File: src/rtl/counter_pkg.sv
// Shared types and constants for the up-counting interval timer.
package counter_pkg;

  typedef enum logic [1:0] {
    IDLE = 2'd0,
    RUN  = 2'd1,
    DONE = 2'd2
  } cnt_state_t;

  localparam logic [3:0] WRAP_MAX = 4'd15;

endpackage : counter_pkg

File: src/rtl/counter_up_timer_if.sv
// Control/status bundle between the timer and its controller.
// With COUNTER_UP_WRAPCNT_EN defined the bundle also carries the 4-bit reload count.
interface counter_up_timer_if #(parameter int dw = 8);

  logic          start;
  logic          stop;
  logic          ena;
  logic [dw-1:0] limit;
  logic [dw-1:0] result;
  logic          busy;
  logic          done;
  logic          tc;
`ifdef COUNTER_UP_WRAPCNT_EN
  logic [3:0]    wraps;

  modport master (output start, stop, ena, limit,
                  input  result, busy, done, tc, wraps);
  modport slave  (input  start, stop, ena, limit,
                  output result, busy, done, tc, wraps);
`else
  modport master (output start, stop, ena, limit,
                  input  result, busy, done, tc);
  modport slave  (input  start, stop, ena, limit,
                  output result, busy, done, tc);
`endif

endinterface : counter_up_timer_if

File: src/rtl/counter_up_core.sv
// Count register with clear/increment/hold and an equality flag against the latched limit.
module counter_up_core #(
  parameter int dw = 8
) (
  input  logic          clk,
  input  logic          reset,
  input  logic          clr_i,
  input  logic          inc_i,
  input  logic [dw-1:0] limit_q_i,
  output logic [dw-1:0] count_o,
  output logic          eq_o
);

  logic [dw-1:0] count_q;
  logic [dw-1:0] count_d;

  // NOTE: every combinational output gets a default first so no path can infer a latch.
  always_comb begin
    count_d = count_q;
    if (clr_i) begin
      count_d = '0;
    end else if (inc_i) begin
      count_d = count_q + {{(dw-1){1'b0}}, 1'b1};
    end
  end

  // NOTE: state is updated with non-blocking assignments so all registers sample together.
  always_ff @(posedge clk or posedge reset) begin
    if (reset) begin
      count_q <= '0;
    end else begin
      count_q <= count_d;
    end
  end

  assign count_o = count_q;
  assign eq_o    = (count_q == limit_q_i);

endmodule : counter_up_core

File: src/rtl/counter_up_timer.sv
// Up-counting interval timer: one-shot (AUTO_RELOAD=0) or auto-reload (AUTO_RELOAD=1).
// Optional macro COUNTER_UP_WRAPCNT_EN adds a saturating count of terminal-count pulses.
module counter_up_timer
  import counter_pkg::*;
#(
  parameter int dw          = 8,
  parameter int AUTO_RELOAD = 0
) (
  input  logic               clk,
  input  logic               reset,
  counter_up_timer_if.slave  bus
);

  cnt_state_t    state_q, state_d;
  logic [dw-1:0] limit_q, limit_d;
  logic          tc_q, tc_d;
  logic          clr, inc, eq;
  logic          start_acc;
  logic [dw-1:0] count;

  // stop outranks start everywhere; start is accepted in every state.
  assign start_acc = bus.start && !bus.stop;

  always_comb begin
    state_d = state_q;
    limit_d = limit_q;
    tc_d    = 1'b0;
    clr     = 1'b0;
    inc     = 1'b0;
    if (bus.stop) begin
      state_d = IDLE;
    end else if (start_acc) begin
      limit_d = bus.limit;
      clr     = 1'b1;
      state_d = RUN;
    end else if (state_q == RUN && bus.ena) begin
      if (eq) begin
        tc_d = 1'b1;
        if (AUTO_RELOAD != 0) clr = 1'b1;
        else                  state_d = DONE;
      end else begin
        inc = 1'b1;
      end
    end
  end

  always_ff @(posedge clk or posedge reset) begin
    if (reset) begin
      state_q <= IDLE;
      limit_q <= '0;
      tc_q    <= 1'b0;
    end else begin
      state_q <= state_d;
      limit_q <= limit_d;
      tc_q    <= tc_d;
    end
  end

  counter_up_core #(.dw(dw)) u_core (
    .clk       (clk),
    .reset     (reset),
    .clr_i     (clr),
    .inc_i     (inc),
    .limit_q_i (limit_q),
    .count_o   (count),
    .eq_o      (eq)
  );

  assign bus.result = count;
  assign bus.busy   = (state_q == RUN);
  assign bus.done   = (state_q == DONE);
  assign bus.tc     = tc_q;

`ifdef COUNTER_UP_WRAPCNT_EN
  logic [3:0] wraps_q, wraps_d;

  always_comb begin
    wraps_d = wraps_q;
    if (start_acc) begin
      wraps_d = 4'd0;
    end else if (tc_d && wraps_q != WRAP_MAX) begin
      wraps_d = wraps_q + 4'd1;
    end
  end

  always_ff @(posedge clk or posedge reset) begin
    if (reset) wraps_q <= 4'd0;
    else       wraps_q <= wraps_d;
  end

  assign bus.wraps = wraps_q;
`endif

endmodule : counter_up_timer

File: src/flat_wrapper.sv
// flat-port wrapper written by rule: the top's interface ports become plain ports
module counter_up_timer_flat import counter_pkg::*;
#(
  parameter int dw          = 8,
  parameter int AUTO_RELOAD = 0
)
  (clk, reset, bus_start, bus_stop, bus_ena, bus_limit, bus_result, bus_busy, bus_done, bus_tc);
  counter_up_timer_if #(.dw(dw)) bus_i ();
  input  logic clk;
  input  logic reset;
  input wire logic [$bits(bus_i.start)-1:0] bus_start;
  input wire logic [$bits(bus_i.stop)-1:0] bus_stop;
  input wire logic [$bits(bus_i.ena)-1:0] bus_ena;
  input wire logic [$bits(bus_i.limit)-1:0] bus_limit;
  output wire logic [$bits(bus_i.result)-1:0] bus_result;
  output wire logic [$bits(bus_i.busy)-1:0] bus_busy;
  output wire logic [$bits(bus_i.done)-1:0] bus_done;
  output wire logic [$bits(bus_i.tc)-1:0] bus_tc;
  assign bus_i.start = bus_start;
  assign bus_i.stop = bus_stop;
  assign bus_i.ena = bus_ena;
  assign bus_i.limit = bus_limit;
  assign bus_result = bus_i.result;
  assign bus_busy = bus_i.busy;
  assign bus_done = bus_i.done;
  assign bus_tc = bus_i.tc;
  counter_up_timer #(.dw(dw), .AUTO_RELOAD(AUTO_RELOAD)) u_core (.clk(clk), .reset(reset), .bus(bus_i));
endmodule
File: config.mk
export PLATFORM = sky130hd
export DESIGN_NAME = counter_up_timer_flat
export DESIGN_NICKNAME = d
export VERILOG_FILES = /design/src/rtl/counter_pkg.sv /design/src/rtl/counter_up_timer_if.sv /design/src/rtl/counter_up_core.sv /design/src/rtl/counter_up_timer.sv /design/src/flat_wrapper.sv
export SDC_FILE = /design/constraint.sdc
export NUM_CORES = 1
export LEC_CHECK = 0
export ABC_AREA = 1
export BUFFER_PORTS_ARGS = -buffer_cell sky130_fd_sc_hd__buf_2
export CAP_MARGIN = 40
export CORE_MARGIN = 2
export CORE_UTILIZATION = 53
export CTS_CLUSTER_DIAMETER = 200
export DETAILED_ROUTE_END_ITERATION = 10
export PLACE_DENSITY = 0.78
export SYNTH_ARGS = -nofsm -noshare
export SYNTH_HDL_FRONTEND = slang
export SYNTH_SLANG_ARGS = --single-unit
File: constraint.sdc
create_clock -name clk -period 1.73 [get_ports clk]
set_clock_uncertainty 0.15 [all_clocks]
set_input_delay 0.346 -clock clk [delete_from_list [all_inputs] [get_ports clk]]
set_output_delay 0.346 -clock clk [all_outputs]
set_load 0.03 [all_outputs]
; ---- Yosys cells after proc, flatten, opt, wreduce, memory -nomap -nowiden
; Index checks and enable logic that the tools add are counted.
[op_classes]
mux = 16
n_bitwise = 1
add_sub_neg = 1
eq_ne = 3
n_reduce_logical = 8
[ops]
columns = op, n
row1 = 2-to-1 mux 8 bit, 2
row2 = 2-to-1 mux 1 bit, 10
row3 = adder 8 x 1 -> 8 bit (second input constant), 1
row4 = == test 8 bit, 1
row5 = 2-to-1 mux 2 bit, 4
row6 = nonzero test 3 bit, 2
row7 = AND reduction 2 bit, 2
row8 = == test 2 x 1 -> 1 bit (second input constant), 1
row9 = == test 2 bit (second input constant), 1
row10 = logical AND 1 bit, 2
row11 = nonzero test 2 bit, 1
row12 = logical NOT 1 bit, 1
row13 = NOT 1 bit, 1
[totals]
output_inout_bits = 11
in_bits = 13
elab_cells = 33
register_bits = 19

; ---- Logic depth before layout (Yosys ltp)
; Gate-level depths: netlist of run 1.
[depth]
ltp_word = 7
ltp_mapped = 10
depth_no_buf = 9

; ---- Hierarchy
; A second synthesis of run 1 with hierarchy kept.
[unflattened]
hier_cells = 132
hier_area_um2 = 1013.5
[modules_own_cells]
columns = module, area_each_um2, instances, cells_per_inst, seq_area_each_um2
row1 = counter_up_core, 560.5, 1, 78, 200.2
row2 = counter_up_timer, 452.9, 1, 54, 275.3

; ---- Least setup slack after synthesis of run 1
; OpenSTA, ideal clock, no wires.
[synth_timing]
path_type = register -> register
start = register u_core.state_q[1]
end = register u_core.u_core.count_q[3], in the netlist u_core.u_core.count_o[3]
setup_slack_ns = 0.174
stages_incl_launch_ff = 7
path_buffers = 0
synth_period_minus_slack_ns = 1.556
required_time_ns = 1.460
arrival_ns = 1.287
setup_time_ns = 0.120
path_cell_list = dfrtp_1 > nor2_2 > nand2_1 > nor2_4 > nand2_2 > nand3_1 > nand2_1
[synth_via]
elab_chain_len = 6
[synth_lines]
columns = element, line
row1 = "start, declared", counter_up_timer.sv:14  ; cnt_state_t state_q, state_d;
row2 = "start signal, assigned", counter_up_timer.sv:53  ; state_q <= state_d;
row3 = == test 2 x 1 -> 1 bit, --
row4 = net bus_busy, flat_wrapper.sv:16  ; output wire logic [$bits(bus_i.busy)-1:0] bus_busy;
row5 = logical AND 1 bit, counter_up_timer.sv:36  ; end else if (state_q == RUN && bus.ena) begin
row6 = 2-to-1 mux 1 bit, counter_up_timer.sv:36
row7 = 2-to-1 mux 1 bit, counter_up_timer.sv:32  ; end else if (start_acc) begin
row8 = 2-to-1 mux 1 bit, counter_up_timer.sv:30  ; if (bus.stop) begin
row9 = nonzero test 2 bit (no line), --
row10 = "end signal, assigned", counter_up_core.sv:32  ; count_q <= count_d;
row11 = "end, declared", counter_up_core.sv:14  ; logic [dw-1:0] count_q;
; The timed path passes the listed nets, and every way through them passes these cells.
; A chain may end at the register's enable or synchronous reset.

; ---- Worst setup path in the final report of run 1
[layout_timing]
start = register u_core.u_core.count_q[2], in the netlist u_core.u_core.count_o[2]
end = output port bus_result[2]
[layout_rtl]
columns = element, line
row1 = "end, declared", flat_wrapper.sv:15  ; output wire logic [$bits(bus_i.result)-1:0] bus_result;
; No word-level cell between the ends.

==> flow_metrics.py, run 1 <==
metrics = {
    "status": {
        "status": "finished clean",
    },
    "layout": {
        "drive_gt1_share_pct": 27.5,
        "layout_commonest_cell": "nand2_1",
        "n_antenna_cell": 0,
        "final_cell_mix": "nand2_1, buf_2, inv_1, dfrtp_1",
        "nNetsFinal": 182,
        "fin_area_sq_um": 1290,
        "area_delta_synth_final_pct": 17.0,
    },
    "setup_path": {
        "crit_arrival_ps": 1090,
        "critical-path-top-delay-family": "flip-flops",
        "required_ps": 1230,
        "worst_path_largest_cell_delay_ps": 520,
        "worstSetupStartpointType": "flop",
        "crit_chain": "buf_2",
        "path_max_fanout": 7,
        "crit_type": "flop to output pin",
        "path_buf_inv": 1,
        "crit_path_top_delay_cell": "dfrtp_1",
        "cp-end-kind": "output pin",
    },
    "drt": {
        "vias": 964,
        "antenna_left": 0,
        "drt_iter0_drc": 16,
        "wl_per_cell_microns": 11.1,
        "drc": 0,
        "vias_per_cell": 4.97,
        "dr.pass1.iters": 4,
        "routed_wl_mm": 2.15,
    },
    "place": {
        "gp_congestion": 0.903,
        "dpl.hpwl_mm": 1.66,
        "place_area_sq_um": 1250,
        "io_buffer_count": 23,
    },
    "clocking": {
        "post_cts_buffers": 0,
        "cts_made_buffers": 3,
        "clock_latency_ps": 300,
        "max-clock-path-buffers": 2,
        "clock-root-buffer": "clkbuf_4",
        "cts_tree": "built",
        "path_clk_slew_ps": 110,
        "cts_htree_levels": 1,
        "clock_sinks": 19,
    },
    "timing": {
        "fmaxAchievable_mhz": 631,
        "maxSlewViolCount": 0,
        "fin_crit_ps": 1590,
        "tightestPinTransition_ps": 382,
        "finalSetupTns_ps": 0,
        "hold_viol_final": 0,
        "setup_violations": 0,
        "timing.final.crit_share_pct": 91.6,
        "rsz0062_at_grt": "no",
        "slew_headroom_pct": 74.5,
    },
    "power_and_ir_drop": {
        "p_per_area_nw_per_um2": 670,
        "switching_share_pct": 27.7,
        "switchingPower_w": 0.000240,
        "pwr-share-seq_pct": 57.4,
        "pwr-share-clk_pct": 25.9,
        "p_leak_nw": 0.728,
        "p_int_w": 0.000625,
        "power_frac_comb_pct": 16.8,
        "ir_worst_vdd_mv": 0.486,
        "p_total_w": 0.000865,
    },
    "grt": {
        "antenna_found_initial": 0,
        "grt_pass1_wl_mm": 3.76,
        "grt_pass1_vias": 919,
        "grt_start_max_net_pins": 20,
        "grt_remaining_overflow": 0,
        "grt_use_total_pct": 19.6,
    },
    "logic_synthesis": {
        "syn_area_sq_um": 1100,
        "synth_seq_area_share_pct": 43.1,
        "syn_inst": 138,
        "synth.distinct_cells": 22,
        "syn-num-nets": 152,
        "syn_area_per_cell_sq_um": 8.00,
        "synth-seq-cells": 19,
        "yosysWarnings": 0,
    },
    "die": {
        "io_pins": 24,
        "dieHeight_microns": 49.6,
        "row_count": 16,
        "start_util_pct": 56.2,
        "die_w_microns": 49.6,
        "core_sq_um": 1960,
        "die_area_sq_um": 2460,
    },
    "flow_run": {
        "drv_cap": 0,
    },
    "worst_hold_path": {
        "min_path_type": "input pin to flop",
    },
}
## registers in the layout, indices dropped and copies added (netlist names)
signal,count
u_core.limit_q,8
u_core.u_core.count_o,8
u_core.state_q,2
u_core.bus.tc,1
## synthesized netlist by cell type
library cell | number | area share, %
nor2_1 | 13 | 4.4
mux2_2 | 4 | 4.1
nor2_4 | 1 | 1.0
a21oi_1 | 4 | 1.8
nand3_1 | 13 | 5.9
dfrtp_1 | 19 | 43
o21ai_0 | 1 | 0.45
nor2_2 | 3 | 1.7
ha_1 | 1 | 1.1
xnor2_2 | 1 | 1.5
nand4_1 | 7 | 4.0
buf_6 | 3 | 3.1
nand2_1 | 36 | 12
inv_1 | 19 | 6.5
buf_2 | 2 | 0.91
nand2_2 | 1 | 0.57
xor2_1 | 3 | 2.4
o22ai_2 | 1 | 1.1
nand2_4 | 1 | 1.0
inv_2 | 1 | 0.34
xnor2_1 | 3 | 2.4
nor3_1 | 1 | 0.45
## cell type report
class | count | area, sq um
clock buffer | 3 | 22.5
timing repair buffer | 30 | 170
multi-input combinational | 94 | 509
clock inverter | 1 | 5.00
sequential | 19 | 475
inverter | 20 | 75.1
fill | 186 | 671
tap | 27 | 33.8
## kinds of logic after synthesis
kind of cell	synth area share [%]
XOR/XNOR	6.24
buffers and inverters	10.8
flip-flops	43.1
multiplexers	4.08
AND/OR/NAND/NOR	31.3
AO/OA/AOI/OAI	3.40
adder cells (fa/ha/maj)	1.13
## path summary, 6_finish.rpt
check | start | to | slack (ps) | cells after the start
max | u_core.u_core.count_o[2] | bus_result[2] | 140 | 1
min | bus_limit[3] | u_core.limit_q[3] | 120 | 2
max reg2reg | u_core.u_core.count_o[1] | u_core.u_core.count_o[6] | 180 | 6
min reg2reg | u_core.limit_q[4] | u_core.limit_q[4] | 390 | 2
max in group asynchronous | reset | u_core.u_core.count_o[4] | 780 | 4
min in group asynchronous | reset | u_core.u_core.count_o[3] | 440 | 4
## stage by stage
stage | setup slack (ps) | hold WS, ps | util (%) | std cells
CTS | 153 | 117 | 65.8 | 194
detailed placement | 225 | 232 | 63.9 | 189
floorplan | 174 | 147 | - | 138
finish | 145 | 116 | 65.8 | 194
global placement | 267 | 222 | 63.9 | 189
global route | 58.0 | 101 | 65.8 | 194
## power by group through the flow
stage               Sequential (W)  Combinational [W]  Clock [W]
floorplan                 0.000507          0.0000985          0
global placement          0.000504           0.000141          0
detailed placement        0.000505           0.000145          0
CTS                       0.000497           0.000147   0.000231
global route              0.000500           0.000164   0.000257
finish                    0.000496           0.000145   0.000224
## routing by layer
metal  track usage, %  wire (microns)  vias up
li1                 -               -      493
met1             25.0             958      445
met2             34.4            1080       24
met3             2.73              88        2
met4             6.02              16        0
met5                0               0        -
## what timing repair did
action / in CTS / in global routing
hold endpoints to repair: 19 / 0
hold buffers: 1 / 0
gates resized for setup: 0 / 0
Power figures use the tool's default switching activity.
==> inputs of run 2 (changes only) <==
Settings changed: RECOVER_POWER set to 25.
==> run 2 against run 1 <==
  * Combinational power hardly changed
  * First-iteration DRC count stayed put
  * Utilization is 0.19 points lower
  * Critical path depth stayed put
  * Design area is 0.29% lower
  * Clock-buffer cell count stayed put
  * Fmax hardly changed
  * Largest cell class unchanged
  * Power hardly changed
  * Setup slack worse by 1.5 ps
  * Wire length is 0.28% higher
==> flow_metrics.py, run 2 (same netlist as run 1, synthesis figures left out) <==
metrics = {
    "layout": {
        "register_area_sq_um": 475,
        "fin_util_pct": 65.6,
        "layout_commonest_cell": "nand2_1",
        "area_delta_synth_final_pct": 16.7,
        "drive_gt1_share_pct": 26.9,
        "layoutNonFillerInstCount": 194,
        "n_antenna_cell": 0,
        "multiInputGateArea_sq_um": 509,
        "nFillCells": 187,
        "nNetsFinal": 182,
        "final_cell_mix": "nand2_1, buf_2, inv_1, dfrtp_1",
    },
    "power_and_ir_drop": {
        "p_per_area_nw_per_um2": 672,
        "pwr-share-seq_pct": 57.4,
        "ir_worst_vdd_mv": 0.489,
        "pwr-share-clk_pct": 26.0,
        "switchingPower_w": 0.000241,
        "p_leak_nw": 0.725,
        "power_frac_comb_pct": 16.6,
        "p_int_w": 0.000624,
        "switching_share_pct": 27.9,
    },
    "die": {
        "dieHeight_microns": 49.6,
        "start_util_pct": 56.2,
        "row_count": 16,
        "core_sq_um": 1960,
        "io_pins": 24,
        "die_area_sq_um": 2460,
        "die_w_microns": 49.6,
    },
    "clocking": {
        "cts_resized": 0,
        "clock_sinks": 19,
        "cts_tree": "built",
        "cts_made_buffers": 3,
        "cts_htree_levels": 1,
        "max-clock-path-buffers": 2,
        "path_clk_slew_ps": 120,
        "clock_latency_ps": 300,
        "clock-root-buffer": "clkbuf_4",
        "post_cts_buffers": 0,
    },
    "setup_path": {
        "crit_type": "flop to output pin",
        "crit_chain": "buf_2",
        "critical-path-top-delay-family": "flip-flops",
        "worstSetupStartpointType": "flop",
        "reg2reg_from": "u_core.u_core.count_o[1]",
        "required_ps": 1230,
        "crit_path_top_delay_cell": "dfrtp_1",
        "worst_path_largest_cell_delay_ps": 520,
        "cp-end-kind": "output pin",
        "path_max_fanout": 7,
        "path_buf_inv": 1,
        "reg2reg_depth": 6,
        "crit_arrival_ps": 1090,
        "r2r_slack_ps": 170,
        "worstReg2RegEnd": "u_core.u_core.count_o[6]",
    },
    "drt": {
        "vias_per_cell": 4.94,
        "vias": 959,
        "wl_per_cell_microns": 11.1,
        "dr.pass1.iters": 6,
        "routed_wl_mm": 2.15,
        "drt_iter0_drc": 16,
        "drc": 0,
        "antenna_left": 0,
    },
    "grt": {
        "grt_remaining_overflow": 0,
        "grt_start_max_net_pins": 20,
        "antenna_found_initial": 0,
        "grt_pass1_vias": 919,
        "grt_pass1_wl_mm": 3.76,
        "grt_use_total_pct": 19.6,
    },
    "timing": {
        "tightestPinTransition_ps": 468,
        "slew_headroom_pct": 68.8,
        "timing.final.crit_share_pct": 91.7,
        "maxSlewViolCount": 0,
        "fin_crit_ps": 1590,
        "finalSetupTns_ps": 0,
        "setup_violations": 0,
        "rsz0062_at_grt": "no",
        "hold_viol_final": 0,
        "fmaxAchievable_mhz": 630,
    },
    "worst_hold_path": {
        "hold-path-endpoint": "u_core.limit_q[3]",
        "min_delay_path_depth": 2,
        "min_path_type": "input pin to flop",
        "hold_start": "bus_limit[3]",
    },
    "place": {
        "dp.cells": 189,
        "dpl.hpwl_mm": 1.66,
        "io_buffer_count": 23,
        "gp_congestion": 0.903,
    },
    "flow_run": {
        "drv_cap": 0,
    },
    "status": {
        "status": "finished clean",
    },
}
run 2: worst max path at each step:
stage                     cells past startpoint                  endpoint  slack [ps]                      from
after floorplan                               6  u_core.u_core.count_o[3]         170         u_core.state_q[1]
after global placement                        7  u_core.u_core.count_o[6]         270  u_core.u_core.count_o[1]
after detailed placement                      7  u_core.u_core.count_o[7]         230  u_core.u_core.count_o[2]
after CTS                                     1             bus_result[2]         150  u_core.u_core.count_o[2]
after global routing                          9  u_core.u_core.count_o[5]          60  u_core.u_core.count_o[0]
final                                         1             bus_result[2]         140  u_core.u_core.count_o[2]
run 2: power groups by stage:
stage	Combinational [W]	Sequential (W)	Clock (W)
CTS	0.000147	0.000497	0.000231
detailed placement	0.000145	0.000505	0
global placement	0.000141	0.000504	0
floorplan	0.0000985	0.000507	0
global route	0.000163	0.000500	0.000257
finish	0.000144	0.000496	0.000225
run 2: final cells by class:
type | instances | area share, %
Timing Repair Buffer | 30 | 12.9
Tap cell | 27 | 2.62
Inverter | 20 | 5.83
Clock buffer | 3 | 1.75
Clock inverter | 1 | 0.389
Multi-Input combinational cell | 94 | 39.6
Sequential cell | 19 | 36.9
run 2: through the flow:
step                      hold WS (ps)  total power (W)  setup WS (ps)  cell area (sq um)
after floorplan                    147         0.000605            174               1100
final                              115         0.000865            143               1290
after CTS                          117         0.000875            153               1290
after detailed placement           232         0.000651            225               1250
after global placement             222         0.000645            267               1250
after global routing               101         0.000920           58.0               1290
run 2: what timing repair did:
item / CTS / global route
hold buffers: 1 / 0
hold endpoints to repair: 19 / 0
endpoints found under the setup margin: 0 / 0
run 2: routing by layer:
| layer | track usage, % | vias up | part of all wire, % |
|---|---|---|---|
| met1 | 25.0 | 441 | 45 |
| li1 | - | 492 | - |
| met3 | 2.73 | 2 | 4.1 |
| met2 | 34.4 | 24 | 50 |
| met4 | 6.02 | 0 | 0.79 |
| met5 | 0 | - | 0 |
==> inputs of run 3 (changes only) <==
Clock period 1.73 ns to 1.56 ns, I/O delays scaled along.
==> run 3 against run 2 <==
  * Design area increased by 7.4%
  * Sequential power increased by 11%
  * Non-clock buffer count up 6
  * Via count up 9.5%
  * Setup slack lost 120 ps
  * Sequential share of layout area decreased by 2.2 points
  * Global-route usage is 2.0 points higher
  * Utilization increased by 4.8 points
  * Final cell count rose by 3.6%
  * Highest routed layer unchanged
==> flow_metrics.py, run 3 (same netlist as run 1, synthesis figures left out) <==
metrics = {
    "setup_path": {
        "crit_type": "flop to output pin",
        "worst_path_largest_cell_delay_ps": 460,
        "cp-end-kind": "output pin",
        "crit_arrival_ps": 1080,
        "crit_path_top_delay_cell": "dfrtp_1",
        "required_ps": 1100,
        "crit_chain": "buf_6 -> buf_4",
        "critical-path-top-delay-family": "flip-flops",
        "path_max_fanout": 5,
        "worstSetupStartpointType": "flop",
        "path_buf_inv": 2,
    },
    "die": {
        "start_util_pct": 56.2,
        "die_w_microns": 49.6,
        "dieHeight_microns": 49.6,
        "io_pins": 24,
        "core_sq_um": 1960,
        "die_area_sq_um": 2460,
        "row_count": 16,
    },
    "grt": {
        "grt_remaining_overflow": 0,
        "antenna_found_initial": 0,
        "grt_pass1_wl_mm": 4.08,
        "grt_pass1_vias": 905,
        "grt_start_max_net_pins": 20,
        "grt_use_total_pct": 21.7,
    },
    "timing": {
        "hold_viol_final": 0,
        "fin_crit_ps": 1540,
        "tightestPinTransition_ps": 469,
        "slew_headroom_pct": 68.8,
        "rsz0062_at_grt": "yes",
        "setup_violations": 0,
        "maxSlewViolCount": 0,
        "fin_hold_ws_ps": 81.1,
        "timing.final.crit_share_pct": 98.6,
        "finalSetupTns_ps": 0,
        "fmaxAchievable_mhz": 650,
    },
    "clocking": {
        "cts_made_buffers": 3,
        "clock_latency_ps": 300,
        "path_clk_slew_ps": 110,
        "clock-root-buffer": "clkbuf_4",
        "cts_htree_levels": 1,
        "cts_tree": "built",
        "clock_sinks": 19,
        "max-clock-path-buffers": 2,
    },
    "layout": {
        "multiInputGateArea_sq_um": 541,
        "n_antenna_cell": 0,
        "nNetsFinal": 189,
        "fin_area_sq_um": 1380,
        "register_area_sq_um": 480,
        "fin_util_pct": 70.5,
        "drive_gt1_share_pct": 32.8,
        "nFillCells": 162,
        "layout_commonest_cell": "nand2_1",
        "area_delta_synth_final_pct": 25.3,
        "final_cell_mix": "nand2_1, inv_1, buf_2, dfrtp_1, nor2_1",
    },
    "drt": {
        "drt_iter0_drc": 50,
        "drc": 0,
        "dr.pass1.iters": 4,
        "routed_wl_mm": 2.48,
        "antenna_left": 0,
        "wl_per_cell_microns": 12.4,
        "vias": 1050,
        "vias_per_cell": 5.22,
    },
    "place": {
        "place_area_sq_um": 1280,
        "io_buffer_count": 23,
        "gp_congestion": 0.867,
        "dpl.hpwl_mm": 1.76,
    },
    "worst_hold_path": {
        "min_path_type": "input pin to flop",
    },
    "flow_run": {
        "drv_cap": 0,
    },
    "power_and_ir_drop": {
        "ir_worst_vdd_mv": 0.493,
        "p_leak_nw": 0.750,
        "p_per_area_nw_per_um2": 709,
        "p_total_w": 0.000980,
    },
    "status": {
        "status": "finished clean",
    },
}
## run 3: cell count changes in the layout (fill, tap and decap cells not counted), sizes merged
| cell | previous run | this run |
|---|---|---|
| buf | 27 | 33 |
| clkbuf | 5 | 6 |
| nand2 | 38 | 39 |
| clkinv | 1 | 0 |
## run 3: stage by stage
stage | setup WS (ps) | cells
3_5_place_dp | 40.7 | 192
5_1_grt | -39.5 | 201
4_1_cts | 5.46 | 198
6_report | 22.3 | 201
3_3_place_gp | 87.1 | 192
2_1_floorplan | 3.85 | 138
## run 3: timing repair
action	in CTS	in global routing
hold buffers	1	0
endpoints found under the setup margin	1	14
hold endpoints to repair	19	0
buffers inserted	1	2
pin swaps	0	2
resized for setup	0	18
gates cloned	0	1
## run 3: path summary, 6_finish.rpt
check / from / to / slack, ps / cells past startpoint
hold / removal: bus_limit[2] / u_core.limit_q[2] / 80 / 2
setup / recovery: u_core.u_core.count_o[4] / bus_result[4] / 20 / 2
max in group asynchronous: reset / u_core.u_core.count_o[2] / 430 / 4
min in group asynchronous: reset / u_core.limit_q[2] / 480 / 4
hold reg to reg: u_core.limit_q[4] / u_core.limit_q[4] / 390 / 2
setup reg to reg: u_core.u_core.count_o[4] / u_core.u_core.count_o[3] / 40 / 9
## run 3: per-layer routing
| metal | up-vias | share of wire, % | track usage [%] |
|---|---|---|---|
| li1 | 506 | - | - |
| met1 | 493 | 39 | 28.7 |
| met4 | 0 | 3.0 | 9.72 |
| met2 | 44 | 52 | 36.0 |
| met3 | 7 | 6.3 | 1.82 |
| met5 | - | 0 | 0 |
## run 3: cell type report
class                      count  share of cell area [%]
multi-input combinational     95                    39.1
sequential                    19                    34.8
timing repair buffer          36                    16.4
inverter                      20                    5.43
tap                           27                    2.44
clock buffer                   4                    1.90
## run 3: where the power goes
| part | internal, W | switching [W] |
|---|---|---|
| registers | 0.000527 | 0.0000259 |
| logic | 0.0000725 | 0.000100 |
| clock network | 0.0000999 | 0.000155 |
| total | 0.000699 | 0.000281 |
